$ cat src/rtl/barcode_fifo.sv
// Range-checked capture FIFO for scanned barcode words {product, month, day}.
// Valid/acknowledge read side; rejected and overflowed codes are counted and flagged.
module barcode_fifo #(
  parameter int unsigned DAY_W  = 5,
  parameter int unsigned MON_W  = 4,
  parameter int unsigned PROD_W = 3,
  parameter int unsigned DEPTH  = 4,
  parameter int unsigned ERR_W  = 8,
  localparam int unsigned W     = DAY_W + MON_W + PROD_W,
  localparam int unsigned AW    = $clog2(DEPTH),
  localparam int unsigned CW    = $clog2(DEPTH) + 1
) (
  input  logic             CLK,
  input  logic             CLR,
  input  logic             EN,
  input  logic [W-1:0]     L,
  input  logic             LD,
  output logic             RDY_IN,
  output logic [W-1:0]     QR,
  output logic             VAL,
  input  logic             ACK,
  output logic [CW-1:0]    CNT,
  output logic [ERR_W-1:0] ERR_CNT,
  output logic             REJ
);

  logic [W-1:0]     r_mem [DEPTH];
  logic [W-1:0]     r_hold;
  logic [AW-1:0]    r_wr_ptr;
  logic [AW-1:0]    r_rd_ptr;
  logic [CW-1:0]    r_cnt;
  logic [ERR_W-1:0] r_err;
  logic             r_rej;

  logic [DAY_W-1:0] w_day;
  logic [MON_W-1:0] w_mon;
  logic             w_valid;
  logic             w_full;
  logic             w_empty;
  logic             w_pop;
  logic             w_push;
  logic             w_rej;

  assign w_day   = L[DAY_W-1:0];
  assign w_mon   = L[DAY_W+MON_W-1:DAY_W];
  assign w_valid = (w_day != '0) && (32'(w_day) <= 32'd31) &&
                   (w_mon != '0) && (32'(w_mon) <= 32'd12);

  assign w_full  = (r_cnt == CW'(DEPTH));
  assign w_empty = (r_cnt == '0);
  assign w_pop   = EN & ACK & ~w_empty;
  // A full FIFO still accepts a code when the head leaves on the same edge.
  assign w_push  = EN & LD & w_valid & (~w_full | w_pop);
  assign w_rej   = EN & LD & (~w_valid | (w_full & ~w_pop));

  always_ff @(posedge CLK or negedge CLR) begin
    if (!CLR) begin
      for (int i = 0; i < int'(DEPTH); i++) begin
        r_mem[i] <= '0;
      end
      r_hold   <= '0;
      r_wr_ptr <= '0;
      r_rd_ptr <= '0;
      r_cnt    <= '0;
      r_err    <= '0;
      r_rej    <= 1'b0;
    end else begin
      r_rej <= w_rej;
      if (w_push) begin
        r_mem[r_wr_ptr] <= L;
        r_wr_ptr        <= r_wr_ptr + AW'(1);
      end
      if (w_pop) begin
        r_hold   <= r_mem[r_rd_ptr];
        r_rd_ptr <= r_rd_ptr + AW'(1);
      end
      case ({w_push, w_pop})
        2'b10:   r_cnt <= r_cnt + CW'(1);
        2'b01:   r_cnt <= r_cnt - CW'(1);
        default: r_cnt <= r_cnt;
      endcase
      if (w_rej && (r_err != '1)) begin
        r_err <= r_err + ERR_W'(1);
      end
    end
  end

  // Once drained, the read slot may hold stale data, so show the last popped code instead.
  assign QR      = w_empty ? r_hold : r_mem[r_rd_ptr];
  assign VAL     = ~w_empty;
  assign RDY_IN  = ~w_full;
  assign CNT     = r_cnt;
  assign ERR_CNT = r_err;
  assign REJ     = r_rej;

endmodule

$ cat config.mk
export PLATFORM = sky130hd
export DESIGN_NAME = barcode_fifo
export DESIGN_NICKNAME = d
export VERILOG_FILES = /design/src/rtl/barcode_fifo.sv
export SDC_FILE = /design/constraint.sdc
export NUM_CORES = 1
export LEC_CHECK = 0
export CAP_MARGIN = 20
export CORE_MARGIN = 4
export CORE_UTILIZATION = 55
export CTS_CLUSTER_DIAMETER = 100
export DETAILED_ROUTE_END_ITERATION = 10
export GPL_TIMING_DRIVEN = 0
export PLACE_DENSITY = 0.9
export SLEW_MARGIN = 20
export SYNTH_ARGS = -nofsm -noshare
export SYNTH_HDL_FRONTEND = slang
export SYNTH_SLANG_ARGS = --single-unit
$ cat constraint.sdc
create_clock -name CLK -period 3.1 [get_ports CLK]
set_input_delay 0.31 -clock CLK [delete_from_list [all_inputs] [get_ports CLK]]
set_output_delay 0.31 -clock CLK [all_outputs]
set_load 0.01 [all_outputs]
Yosys cells after proc, flatten, opt, wreduce, memory -nomap -nowiden
Index checks and enable logic that the tools add are counted.
{"block": "totals", "reg_bits": 76, "latchBits": 0, "ramBits": 0, "rom_bits": 0, "inputBits": 17, "out_inout_bits": 26, "elab_cells": 54, "mem_count": 0}
{"block": "classes", "addsub": 5, "mul": 0, "n_div": 0, "magnitude_cmp": 4, "eq_ne": 4, "shifts": 0, "n_mux": 8, "bitwise_logic": 15, "n_reduce_logical": 8}
{"cell": "bitwise mux 48 bit", "count": 1}
{"cell": "2-to-1 mux 12 bit", "count": 4}
{"cell": "binary-select mux 12 bit (select 2 bit)", "count": 1}
{"cell": "demux 12 bit (select 2 bit)", "count": 1}
{"cell": "adder 8 x 1 -> 8 bit, second input constant", "count": 1}
{"cell": "inequality test 8 bit, second input constant", "count": 1}
{"cell": "bitwise AND 1 bit", "count": 7}
{"cell": ">= comparator 3 bit, second input constant", "count": 2}
{"cell": "inverter 2 -> 3 bit", "count": 2}
{"cell": "case mux 3 bit (2 select lines)", "count": 1}
{"cell": "nonzero test 5 bit", "count": 1}
{"cell": "adder 2 x 1 -> 2 bit, second input constant", "count": 2}
{"cell": "less-or-equal comparator 4 bit, second input constant", "count": 1}
{"cell": "logical AND 1 bit", "count": 4}
{"cell": "inverter 1 bit", "count": 4}
{"cell": "nonzero test 4 bit", "count": 1}
{"cell": "adder 3 x 1 -> 3 bit, second input constant", "count": 1}
{"cell": "== test 3 bit, second input constant", "count": 1}
{"cell": "zero test 3 bit", "count": 1}
{"cell": "less-than comparator 3 x 1 -> 1 bit, second input constant", "count": 1}
{"cell": "subtractor 3 x 1 -> 3 bit, second input constant", "count": 1}
{"cell": "== test 2 x 1 -> 1 bit, second input constant", "count": 1}
{"cell": "== test 2 bit, second input constant", "count": 1}
{"cell": "bitwise OR 1 bit", "count": 2}
{"cell": "nonzero test 2 bit", "count": 1}

Logic depth before layout (Yosys ltp)
{"block": "logic_depth", "ltp_word": 8, "ltp_mapped": 12, "depth_no_buf": 11}

Worst setup path after synthesis
Ideal clock, no wire load.
{"block": "synth_path", "path_kind": "reg-to-reg", "from": "register r_cnt[0], in the netlist CNT[0]", "to": "register r_cnt[2], in the netlist CNT[2]", "setup_ns": 0.079, "arrival_time_ns": 2.393, "required_ns": 3.021, "setup_slack_ns": 0.628, "stages_incl_launch_ff": 13, "path_buffers": 1, "synth_period_minus_slack_ns": 2.472, "path_cell_list": "dfrtp_1 or3b_1 a21oi_4 or3_2 buf_4 nor2_1 inv_1 ha_1 inv_1 fa_1 xor2_1 nor2_1 xor2_1"}
{"block": "synth_between", "word_cells_on_any_way": 13, "classes_between": "add/sub: 2; eq/ne: 3; mux: 1; bitwise: 5; reduce/logical: 2"}
{"item": "from (decl)", "line_no": "31", "source": "logic [CW-1:0] r_cnt;"}
{"item": "from (signal assigned)", "line_no": "78", "source": "2'b10: r_cnt <= r_cnt + CW'(1);"}
{"item": "from (signal assigned)", "line_no": "79", "source": "2'b01: r_cnt <= r_cnt - CW'(1);"}
{"item": "from (signal assigned)", "line_no": "80", "source": "default: r_cnt <= r_cnt;"}
{"item": "== test 3 bit *", "line_no": "49", "source": "assign w_full = (r_cnt == CW'(DEPTH));"}
{"item": "inverter 1 bit *"}
{"item": "named net RDY_IN", "line_no": "18", "source": "output logic RDY_IN,"}
{"item": "bitwise OR 1 bit *", "line_no": "53", "source": "assign w_push = EN & LD & w_valid & (~w_full | w_pop);"}
{"item": "bitwise AND 1 bit *", "line_no": "53"}
{"item": "== test 2 x 1 -> 1 bit or == test 2 bit (tied branches)", "line_no": "77", "source": "case ({w_push, w_pop})"}
{"item": "case mux 3 bit (2 select lines) or nonzero test 2 bit (tied branches)"}
The timed path passes the listed nets; every way through them passes the cells marked *.
A chain may end at the register's enable or synchronous reset.

Worst setup path in the final report
{"block": "layout_path", "from": "register r_cnt[0], in the netlist CNT[0]", "to": "output port QR[2]"}
{"block": "layout_between", "elab_chain_len": 2}
{"item": "zero test 3 bit", "line_no": "50", "source": "assign w_empty = (r_cnt == '0);"}
{"item": "2-to-1 mux 12 bit", "line_no": "89", "source": "assign QR = w_empty ? r_hold : r_mem[r_rd_ptr];"}
{"item": "to (decl)", "line_no": "19", "source": "output logic [W-1:0] QR,"}
Every way passes these cells.

==> key figures <==
Timing
  – Slew Limit Fails: 0
  – Final count of negative-setup-slack endpoints: 0
  – Slew headroom: 0.5471
  – Layout Skew: 0.01100 ns
  – Tcrit/Tclk final: 0.9365
  – RSZ-0062 raised after global routing: no
  – Final hold vios: 0
  – Worst-Margin Slew: just under 0.7 ns
  – Period minus WS final: 2.903 ns
  – Maximum clock rate: roughly 340 MHz

GRT
  – GR Util All Layers: 0.2002
  – Largest net degree at the start of global routing: 61
  – Overflow after GRT: 0
  – Initial antenna violation count: 0
  – Global-route wire length before repair: 11560 microns
  – Vias in the first global route: 2292

Clocking
  – # Post-CTS Setup Buffers: 0
  – Root Driver: clkbuf_8
  – H-tree depth: 3
  – CTS Sinks: 76
  – Total CTS buffers: 9
  – Clk buf depth: 2
  – Clock slew at reported path FFs: 0.09 ns
  – CTS tree: done
  – Clock latency at the later pin of the worst-skew pair: 0.35 ns

Logic synthesis
  – Synth warnings: 0
  – Post-synthesis cell count: 241
  – Area contributors post-synth: dfrtp_1 (53%), mux2_2 (23%), mux4_2 (7.5%)
  – Syn nets: 265
  – Syn_area_per_cell: 14.86 sq um
  – Cell accounting for the most synthesized area: dfrtp_1
  – Synth async-reset ratio: 1.000
  – Top cell type's share of synthesized area: 0.5311
  – Most used DFF post-synth: dfrtp_1
  – Seq cells post-synth: 76
  – Yosys cell types: 36
  – Sequential area share after synthesis: 0.5311
  – Syn Std Cell Area: ~3600 sq um
  – Number of synthesized flops with an enable pin: 0

Setup path
  – Critical path arrival: 2.59 ns
  – Stages on worst setup path: 5
  – CP startpoint kind: flip-flop
  – Max FO, Critical Path: 10
  – Reg2reg setup slack: 0.45 ns
  – Setup crit end kind: output port
  – CP endpoint: QR[2]
  – Reg2reg end: CNT[2]$_DFFE_PN0P_
  – Worst Setup Path Type: flip-flop to output port
  – CP Cell Sequence: or3_1, clkbuf_1, clkbuf_1, mux2_2, clkdlybuf4s50_1
  – Slowest stage cell, crit path: clkbuf_1
  – Bufs and invs on worst path: 3
  – Worst setup path start: CNT[0]$_DFFE_PN0P_
  – Critical Path Most Common Cell: clkbuf_1
  – Reg2Reg Depth: 11
  – Max incr delay on CP: 0.56 ns
  – Critical Path RT: ~2.8 ns
  – Worst R2R Start: CNT[0]$_DFFE_PN0P_
  – Cell family with most CP delay: buffers and inverters

Pwr
  – PwrDens: 1031 nW/um^2
  – Worst VDD drop: 0.5905 mV
  – Leak Pwr: 1.877 nW

Layout
  – Final instance area: ~4300 sq um
  – ANT cells: 0
  – Nets: 319
  – Fillers: around 450
  – Synth-to-Final Area Change: 20.96%
  – Fin cells: 377
  – Share of post-route cells with drive strength above 1: 0.4033
  – Final Util: 0.6822

Placed design
  – PortBufs: 42
  – Post-DP Area: approximately 4100 sq um
  – Placed cell count: 361
  – GPL Wtd Cong: 0.7671
  – Post-DP HPWL: 4948 microns

Route
  – Routed WL: 6922 microns
  – DR WL/cell: 18.36 microns
  – 1st-iter DRT viols: 100
  – Post-route DRC: 0
  – Via-to-Cell Ratio: 5.838
  – Antenna Violating Nets Remaining: 0
  – Vias: 2201
  – DR pass1 iterations: 4

Die
  – Initial Util: 0.5639
  – FP Rows: 29
  – Core region area: approximately 6300 sq um
  – Die area: 7866 sq um
  – Boundary Pins: 43
  – Die Height: approximately 89 microns
  – Die width: 88.69 microns

Hold path
  – Hold Path Class: primary input to async pin

Status
  – Outcome: complete, no violations

Run
  – Max-cap violations: 0
[cell families (layout without fill, tap and decap cells)]
family,count (synthesis),after routing,synth area share
and+or+nand+nor,33,33,0.05906
muxes,87,87,0.3106
xor gates and xnor gates,9,9,0.02411
DFF,76,76,0.5311
AOI/OAI and AO/OA,10,10,0.02236
buffers and inverters,19,78,0.02621
adders and majority gates,7,7,0.02655
[power breakdown]
part | internal (mW) | leakage (nW) | switching [mW] | total, mW
Sequential | 1.45 | 0.932 | 0.277 | 1.73
Combinational | 1.24 | 0.849 | 0.742 | 1.98
Clock | 0.375 | 0.0958 | 0.377 | 0.752
Total | 3.07 | 1.88 | 1.40 | 4.46
[timing repair]
action                     4_1_cts  5_1_grt
gates resized for setup          1        0
hold buffers                     1        0
hold endpoints to repair        16        0
setup endpoints to repair        6        3
[worst min path at each step]
stage                                from                     end  slack [ns]  cells after the start
detailed placement                    CLR  ERR_CNT[3]$_DFFE_PN0P_        0.20                      1
CTS                                   CLR  ERR_CNT[4]$_DFFE_PN0P_        0.36                      2
floorplan                             CLR      CNT[0]$_DFFE_PN0P_        0.01                      0
global route                          CLR  ERR_CNT[4]$_DFFE_PN0P_        0.37                      2
finish                                CLR  ERR_CNT[4]$_DFFE_PN0P_        0.37                      2
global placement    r_mem[34]$_DFFE_PN0P_   r_mem[34]$_DFFE_PN0P_        0.48                      1
[cell usage after synthesis, drive strengths merged (2+ instances only)]
cell	count
xor2	3
mux4	12
nor2	6
nand2	4
nand3	8
clkbuf	5
dfrtp	76
inv	6
mux2	73
and3	5
buf	8
ha	6
xnor2	6
or4	2
a31oi	4
or3	2
a41oi	2
mux2i	2
[sequential cells by signal (all words and copies together) (netlist names)]
register  count
REJ           1
r_wr_ptr      2
r_hold       12
ERR_CNT       8
CNT           3
r_rd_ptr      2
r_mem        48
[cell usage in the layout (no fill, tap or decap), types with 2 or more instances in the layout]
master	netlist	layout
nand3_1	8	8
mux4_2	12	12
xor2_1	3	3
a41oi_1	2	2
clkbuf_8	0	9
clkinv_4	0	2
mux2i_1	2	2
a31oi_1	4	4
dfrtp_1	76	76
clkdlybuf4s50_1	0	41
inv_1	6	6
mux2_2	73	73
buf_4	5	7
ha_1	6	6
clkbuf_1	5	4
nor2_1	5	5
nand2_1	3	3
xnor2_1	5	5
buf_2	3	2
clkinvlp_4	0	2
and3_1	3	3
and3_2	2	2
[layer usage]
metal | GRT usage | vias up | routed length [microns]
met3 | 0.04190 | 11 | 335
li1 | - | 991 | -
met1 | 0.2635 | 1142 | 3037
met4 | 0.08242 | 0 | 102
met2 | 0.3246 | 57 | 3448
met5 | 0 | - | 0
[final cells by class]
class	count	area, sq um	share of cell area
Sequential cell	76	1902	0.4391
Multi-Input combinational cell	146	1585	0.3660
Timing Repair Buffer	44	455.4	0.1051
Clock buffer	9	123.9	0.02860
Tap cell	77	96.34	0.02224
Clock inverter	7	76.32	0.01762
Buffer	12	70.07	0.01618
Inverter	6	22.52	0.005199
[worst register-to-register path, cell delays in order (launching register included)]
cell and delay [ns]:
dfrtp_1 0.42, or3_1 0.13, clkbuf_1 0.22, and3_1 0.22
buf_2 0.21, buf_2 0.30, ha_1 0.23, inv_1 0.06
fa_1 0.38, xor2_1 0.15, nor2_1 0.11, xor2_1 0.15
[through the flow]
stage	TNS, ns	hold slack (ns)	power [mW]	setup WS (ns)
global route	0	0.3743	4.766	0.07400
floorplan	0	0.01441	2.941	0.6278
global placement	-57.40	0.4818	3.623	-0.7602
finish	0	0.3660	4.464	0.1969
detailed placement	0	0.1973	3.748	0.003103
CTS	0	0.3633	4.521	0.08543
Note: power is estimated with default switching activity, not from simulation.
